## config.mk

```make
export PLATFORM = sky130hd
export DESIGN_NAME = sipo_deser
export DESIGN_NICKNAME = d
export VERILOG_FILES = /design/src/rtl/sipo_pkg.sv /design/src/rtl/sipo_shift.sv /design/src/rtl/sipo_deser.sv
export SDC_FILE = /design/constraint.sdc
export NUM_CORES = 1
export LEC_CHECK = 0
export BUFFER_PORTS_ARGS = -buffer_cell sky130_fd_sc_hd__buf_4
export CORE_AREA = 2 2 39 41
export DETAILED_ROUTE_END_ITERATION = 8
export DIE_AREA = 0 0 41 43
export GPL_TIMING_DRIVEN = 0
export SYNTH_ARGS = -nofsm -noshare
export SYNTH_HDL_FRONTEND = slang
export SYNTH_SLANG_ARGS = --single-unit
```

## constraint.sdc

```tcl
create_clock -name clk -period 1.55 [get_ports clk]
set_clock_uncertainty 0.2 [all_clocks]
set_input_delay 0.155 -clock clk [delete_from_list [all_inputs] [get_ports clk]]
set_output_delay 0.155 -clock clk [all_outputs]
set_load 0.03 [all_outputs]
```

## src/rtl/sipo_pkg.sv

```systemverilog
`default_nettype none
// ============================================================================
// sipo_pkg : shared types for the LSB-first serial-in/parallel-out deserializer
// Revision : 1.0
// ============================================================================
package sipo_pkg;

  typedef enum logic {
    IDLE  = 1'b0,
    SHIFT = 1'b1
  } sipo_state_t;

endpackage
`default_nettype wire

```

## src/rtl/sipo_shift.sv

```systemverilog
`default_nettype none
// ============================================================================
// sipo_shift : WIDTH-bit right-shifting capture register, MSB entry
// Revision   : 1.0
// ============================================================================
module sipo_shift #(
  parameter int WIDTH = 4
) (
  input  logic             clk,
  input  logic             rst,
  input  logic             clear,
  input  logic             shift_en,
  input  logic             sin,
  output logic [WIDTH-1:0] shreg_next
);

  logic [WIDTH-1:0] shreg_q;
  logic [WIDTH-1:0] shreg_d;

  // Clear and shift in the same cycle leaves only the new bit at the MSB.
  always_comb begin
    shreg_d = shreg_q;
    if (clear) begin
      shreg_d = '0;
    end
    if (shift_en) begin
      shreg_d = WIDTH'({sin, shreg_d} >> 1);
    end
  end

  always_ff @(posedge clk) begin
    if (rst) begin
      shreg_q <= '0;
    end else begin
      shreg_q <= shreg_d;
    end
  end

  assign shreg_next = shreg_d;

endmodule
`default_nettype wire

```

## src/rtl/sipo_deser.sv

```systemverilog
`default_nettype none
// ============================================================================
// sipo_deser : LSB-first deserializer with registered valid/ready output
// Revision   : 1.0
// ============================================================================
module sipo_deser
  import sipo_pkg::*;
#(
  parameter int WIDTH = 4,
  parameter int CNT_W = $clog2(WIDTH)
) (
  input  logic             clk,
  input  logic             rst,
  input  logic             sin,
  input  logic             sin_valid,
  input  logic             start,
  output logic [WIDTH-1:0] out_data,
  output logic             out_valid,
  input  logic             out_ready,
  output logic             busy,
  output logic             overrun
);

  sipo_state_t      state_q, state_d;
  logic [CNT_W-1:0] cnt_q, cnt_d;
  logic [WIDTH-1:0] out_data_q, out_data_d;
  logic             out_valid_q, out_valid_d;
  logic             overrun_q, overrun_d;

  logic             frame_start;
  logic             bit_accept;
  logic             word_done;
  logic [WIDTH-1:0] shreg_next;

  assign frame_start = sin_valid && start;
  assign bit_accept  = sin_valid && (start || (state_q == SHIFT));
  assign word_done   = sin_valid && !start && (state_q == SHIFT) &&
                       (cnt_q == CNT_W'(WIDTH - 1));

  sipo_shift #(
    .WIDTH (WIDTH)
  ) u_shift (
    .clk        (clk),
    .rst        (rst),
    .clear      (frame_start),
    .shift_en   (bit_accept),
    .sin        (sin),
    .shreg_next (shreg_next)
  );

  always_ff @(posedge clk) begin
    if (rst) begin
      state_q <= IDLE;
      cnt_q   <= '0;
    end else begin
      state_q <= state_d;
      cnt_q   <= cnt_d;
    end
  end

  // A start bit always opens a fresh frame, even mid-frame.
  always_comb begin
    state_d = state_q;
    cnt_d   = cnt_q;
    if (frame_start) begin
      state_d = SHIFT;
      cnt_d   = CNT_W'(1);
    end else if (word_done) begin
      state_d = IDLE;
      cnt_d   = '0;
    end else if (bit_accept) begin
      cnt_d   = cnt_q + CNT_W'(1);
    end
  end

  always_comb begin
    out_data_d  = out_data_q;
    out_valid_d = out_valid_q;
    overrun_d   = overrun_q;
    if (out_valid_q && out_ready) begin
      out_valid_d = 1'b0;
    end
    if (word_done) begin
      if (!out_valid_q || out_ready) begin
        out_data_d  = shreg_next;
        out_valid_d = 1'b1;
      end else begin
        overrun_d   = 1'b1;
      end
    end
  end

  always_ff @(posedge clk) begin
    if (rst) begin
      out_data_q  <= '0;
      out_valid_q <= 1'b0;
      overrun_q   <= 1'b0;
    end else begin
      out_data_q  <= out_data_d;
      out_valid_q <= out_valid_d;
      overrun_q   <= overrun_d;
    end
  end

  assign out_data  = out_data_q;
  assign out_valid = out_valid_q;
  assign overrun   = overrun_q;
  assign busy      = (state_q == SHIFT);

endmodule
`default_nettype wire
```

==> summary.txt <==
Run status
  – Outcome: complete, no violations

Setup path
  – Reg-to-Reg Start: cnt_q[0]
  – Slowest stage delay, CP: 0.53 ns
  – WP data arrival: 1.46 ns
  – CP max-delay cell: dlygate4sd3_1
  – Kind of critical path: input pin to flop
  – Reg2Reg Depth: 5
  – Worst EP required: 1.54 ns
  – Setup crit end kind: flop
  – Reg2reg setup slack: 0.14 ns
  – CP cell instances: dlygate4sd3_1, buf_4, and4b_1, buf_6, a21oi_2, a311oi_2
  – R2r endpoint: out_data[3]
  – Critical path fanouts, max: 7
  – Crit path launch type: input pin

Place
  – Detailed Place HPWL: 720 um
  – Routability cong.: 0.661
  – Placed cell count: 79
  – IO buf count: 12
  – DP Area: 591 um2

Finish
  – Commonest non-fill, non-tap cell in the layout: buf_4
  – Layout cell share with drive strength beyond 1: 33.8%
  – Final Non-Filler Cells: 87
  – FILL cells: 140
  – Most frequent cells in the layout: 13 x buf_4, 12 x dfxtp_1, 6 x a21oi_1
  – N_diodes: 0
  – Nets: 79
  – Area of the multi-input gates: approximately 250 um2
  – Synthesis-to-layout area growth: 43.2%
  – FF/Latch Area: 240 um2
  – Design Area, Final: about 690 um2

GRT
  – Gr ovfl total: 0
  – Largest net degree at the start of global routing: 10
  – Global Route Usage Sum: 13.8%
  – Initial antenna violation count: 0
  – Vias in the first global route: 392
  – First-pass GRT wire length: about 1600 um

Power
  – Internal power: 484 uW
  – Power Total: between 600 and 700 uW
  – Reg power frac: 51.7%
  – Leak Pwr: around 0.27 nW
  – Combinational Power Share: 8.6%
  – Pwr Density: 903 nW/um2
  – Sw power: 137 uW
  – VDD IR max: about 0.00041 V
  – Net Sw Frac: 22.1%
  – Clock power share: 39.7%

Clock network
  – Clock Sink Count: 12
  – Clk root buf: clkbuf_4
  – Clock latency on the worst-skew pair: 0.27 ns
  – Clk pin slew, worst setup/hold paths: 0.08 ns
  – Max Buffers Root-to-Sink: 2
  – TritonCTS clock tree: built
  – # H-tree levels: 1
  – Inserted Clock Buffers: 3

Min path
  – HP Start: sin_valid
  – Worst min-delay path class: input pin to flop
  – Worst hold path endpoint: cnt_q[0]
  – Hold path cells: 3

Synth
  – Cells after Synth: between 50 and 60
  – Synth Area per Inst: 9.42 um2
  – Post-synthesis sequential area ratio: 50.0%
  – Ys async rst share: 0%
  – YS warnings: 0
  – Ys flop type: dfxtp_1
  – Synth top area share: between 50% and 60%
  – Number of synthesized flops with an enable pin: 0
  – Post-synth cell types: 22
  – Synth top area cells: dfxtp_1 50%, a21oi_1 6.3%, a22oi_1 6.3%
  – Synth area leader: dfxtp_1
  – FF+latch count, synth: 12
  – Syn nets: 58
  – Mapped Area: 480 um2

Route
  – Avg WL per Cell: 11.4 um
  – Final ANT Viol Nets: 0
  – 1st-iter DRT viols: 16
  – DRC: 0
  – Drt total wl: 989 um
  – Vias per Instance: 5.10
  – Via count: 444
  – Router iterations before antenna repair: 4

Timing
  – Min Hold Slack: ~0.014 ns
  – Peak Freq: 0.679 GHz
  – Final Max Slew Viols: 0
  – Max-slew headroom: 71.6%
  – RSZ-0062 raised after global routing: false
  – Worst-margin pin slew: between 0.4 and 0.5 ns
  – Fin crit share: 95.0%
  – Tmin final: 1.47 ns
  – Final hold vios: 0
  – Endpoints failing setup: 0
  – Setup TNS: 0 ns

Floorplan
  – Die ar.: roughly 1800 um2
  – Io pins: 13
  – Core outline area: about 1400 um2
  – Die height: roughly 43 um
  – Initial core utilization: 34.7%
  – Row cnt: 14
  – Die Width: 41 um

Job
  – Maxcap violations: 0
synth_stat cells, drive strengths merged, types with 3 or more instances:
library cell  count
nor2              5
nand3             3
a22oi             4
dfxtp            12
a21oi             7
o21ai             5
nand2             3
power groups by stage:
stage                     Combinational, mW  Clock [mW]  Sequential [mW]
after floorplan                      0.0184           0            0.330
after global placement               0.0421           0            0.327
after detailed placement             0.0435           0            0.328
after CTS                            0.0495       0.252            0.320
after global routing                 0.0582       0.271            0.322
final                                0.0536       0.247            0.321
how the worst max path moves through the flow:
stage	startpoint	to	slack, ns	cells past startpoint
2_1_floorplan	busy	out_data[3]	0.05	4
5_1_grt	start	out_data[3]	0.004	6
3_3_place_gp	cnt_q[0]	out_data[3]	0.07	5
4_1_cts	start	out_data[3]	0.02	6
3_5_place_dp	cnt_q[0]	out_data[3]	0.06	5
6_report	start	out_data[3]	0.08	6
routing by layer:
layer,wire [um],global-route usage (%),vias up
met3,41,1.57,0
met1,487,19.9,200
li1,-,-,231
met2,460,18.1,13
met5,0,0,-
met4,0,10.0,0
stage by stage:
step / utilization [%] / setup slack (ns)
after floorplan: - / 0.0472
after global placement: 42.7 / 0.0723
after detailed placement: 42.7 / 0.0637
after CTS: 47.5 / 0.0179
after global routing: 49.7 / 0.00407
final: 49.7 / 0.0775
registers in the layout, indices dropped and copies added (netlist names):
name	cells
overrun	1
u_shift.shreg_q	3
out_data	4
busy	1
out_valid	1
cnt_q	2
kinds of logic after synthesis:
family	Yosys count	synth area share, %
AND/OR/NAND/NOR	18	20.8
AO/OA/AOI/OAI	17	22.1
flip-flops	12	50.0
buffers and inverters	2	2.34
multiplexers	1	2.08
adder cells (fa/ha/maj)	1	2.60
final cells by class:
type	instances	share of cell area [%]
clock buffers	4	5.27
repair buffers	16	18.5
plain buffers	2	2.18
flip-flops and latches	12	34.9
well taps	16	2.91
multi-input cells	37	36.2
timing repair:
action,4_1_cts,5_1_grt
endpoints found under the setup margin,0,1
gates resized for setup,0,5
hold buffers,3,0
setup buffers,0,1
endpoints found under the hold margin,5,0
worst max-delay path, delay by kind of cell:
family                 cells  cell delay (ns)
AO/OA/AOI/OAI              2             0.22
buffers and inverters      3             0.82
AND/OR/NAND/NOR            1             0.25
(Power assumes the default switching activity.)
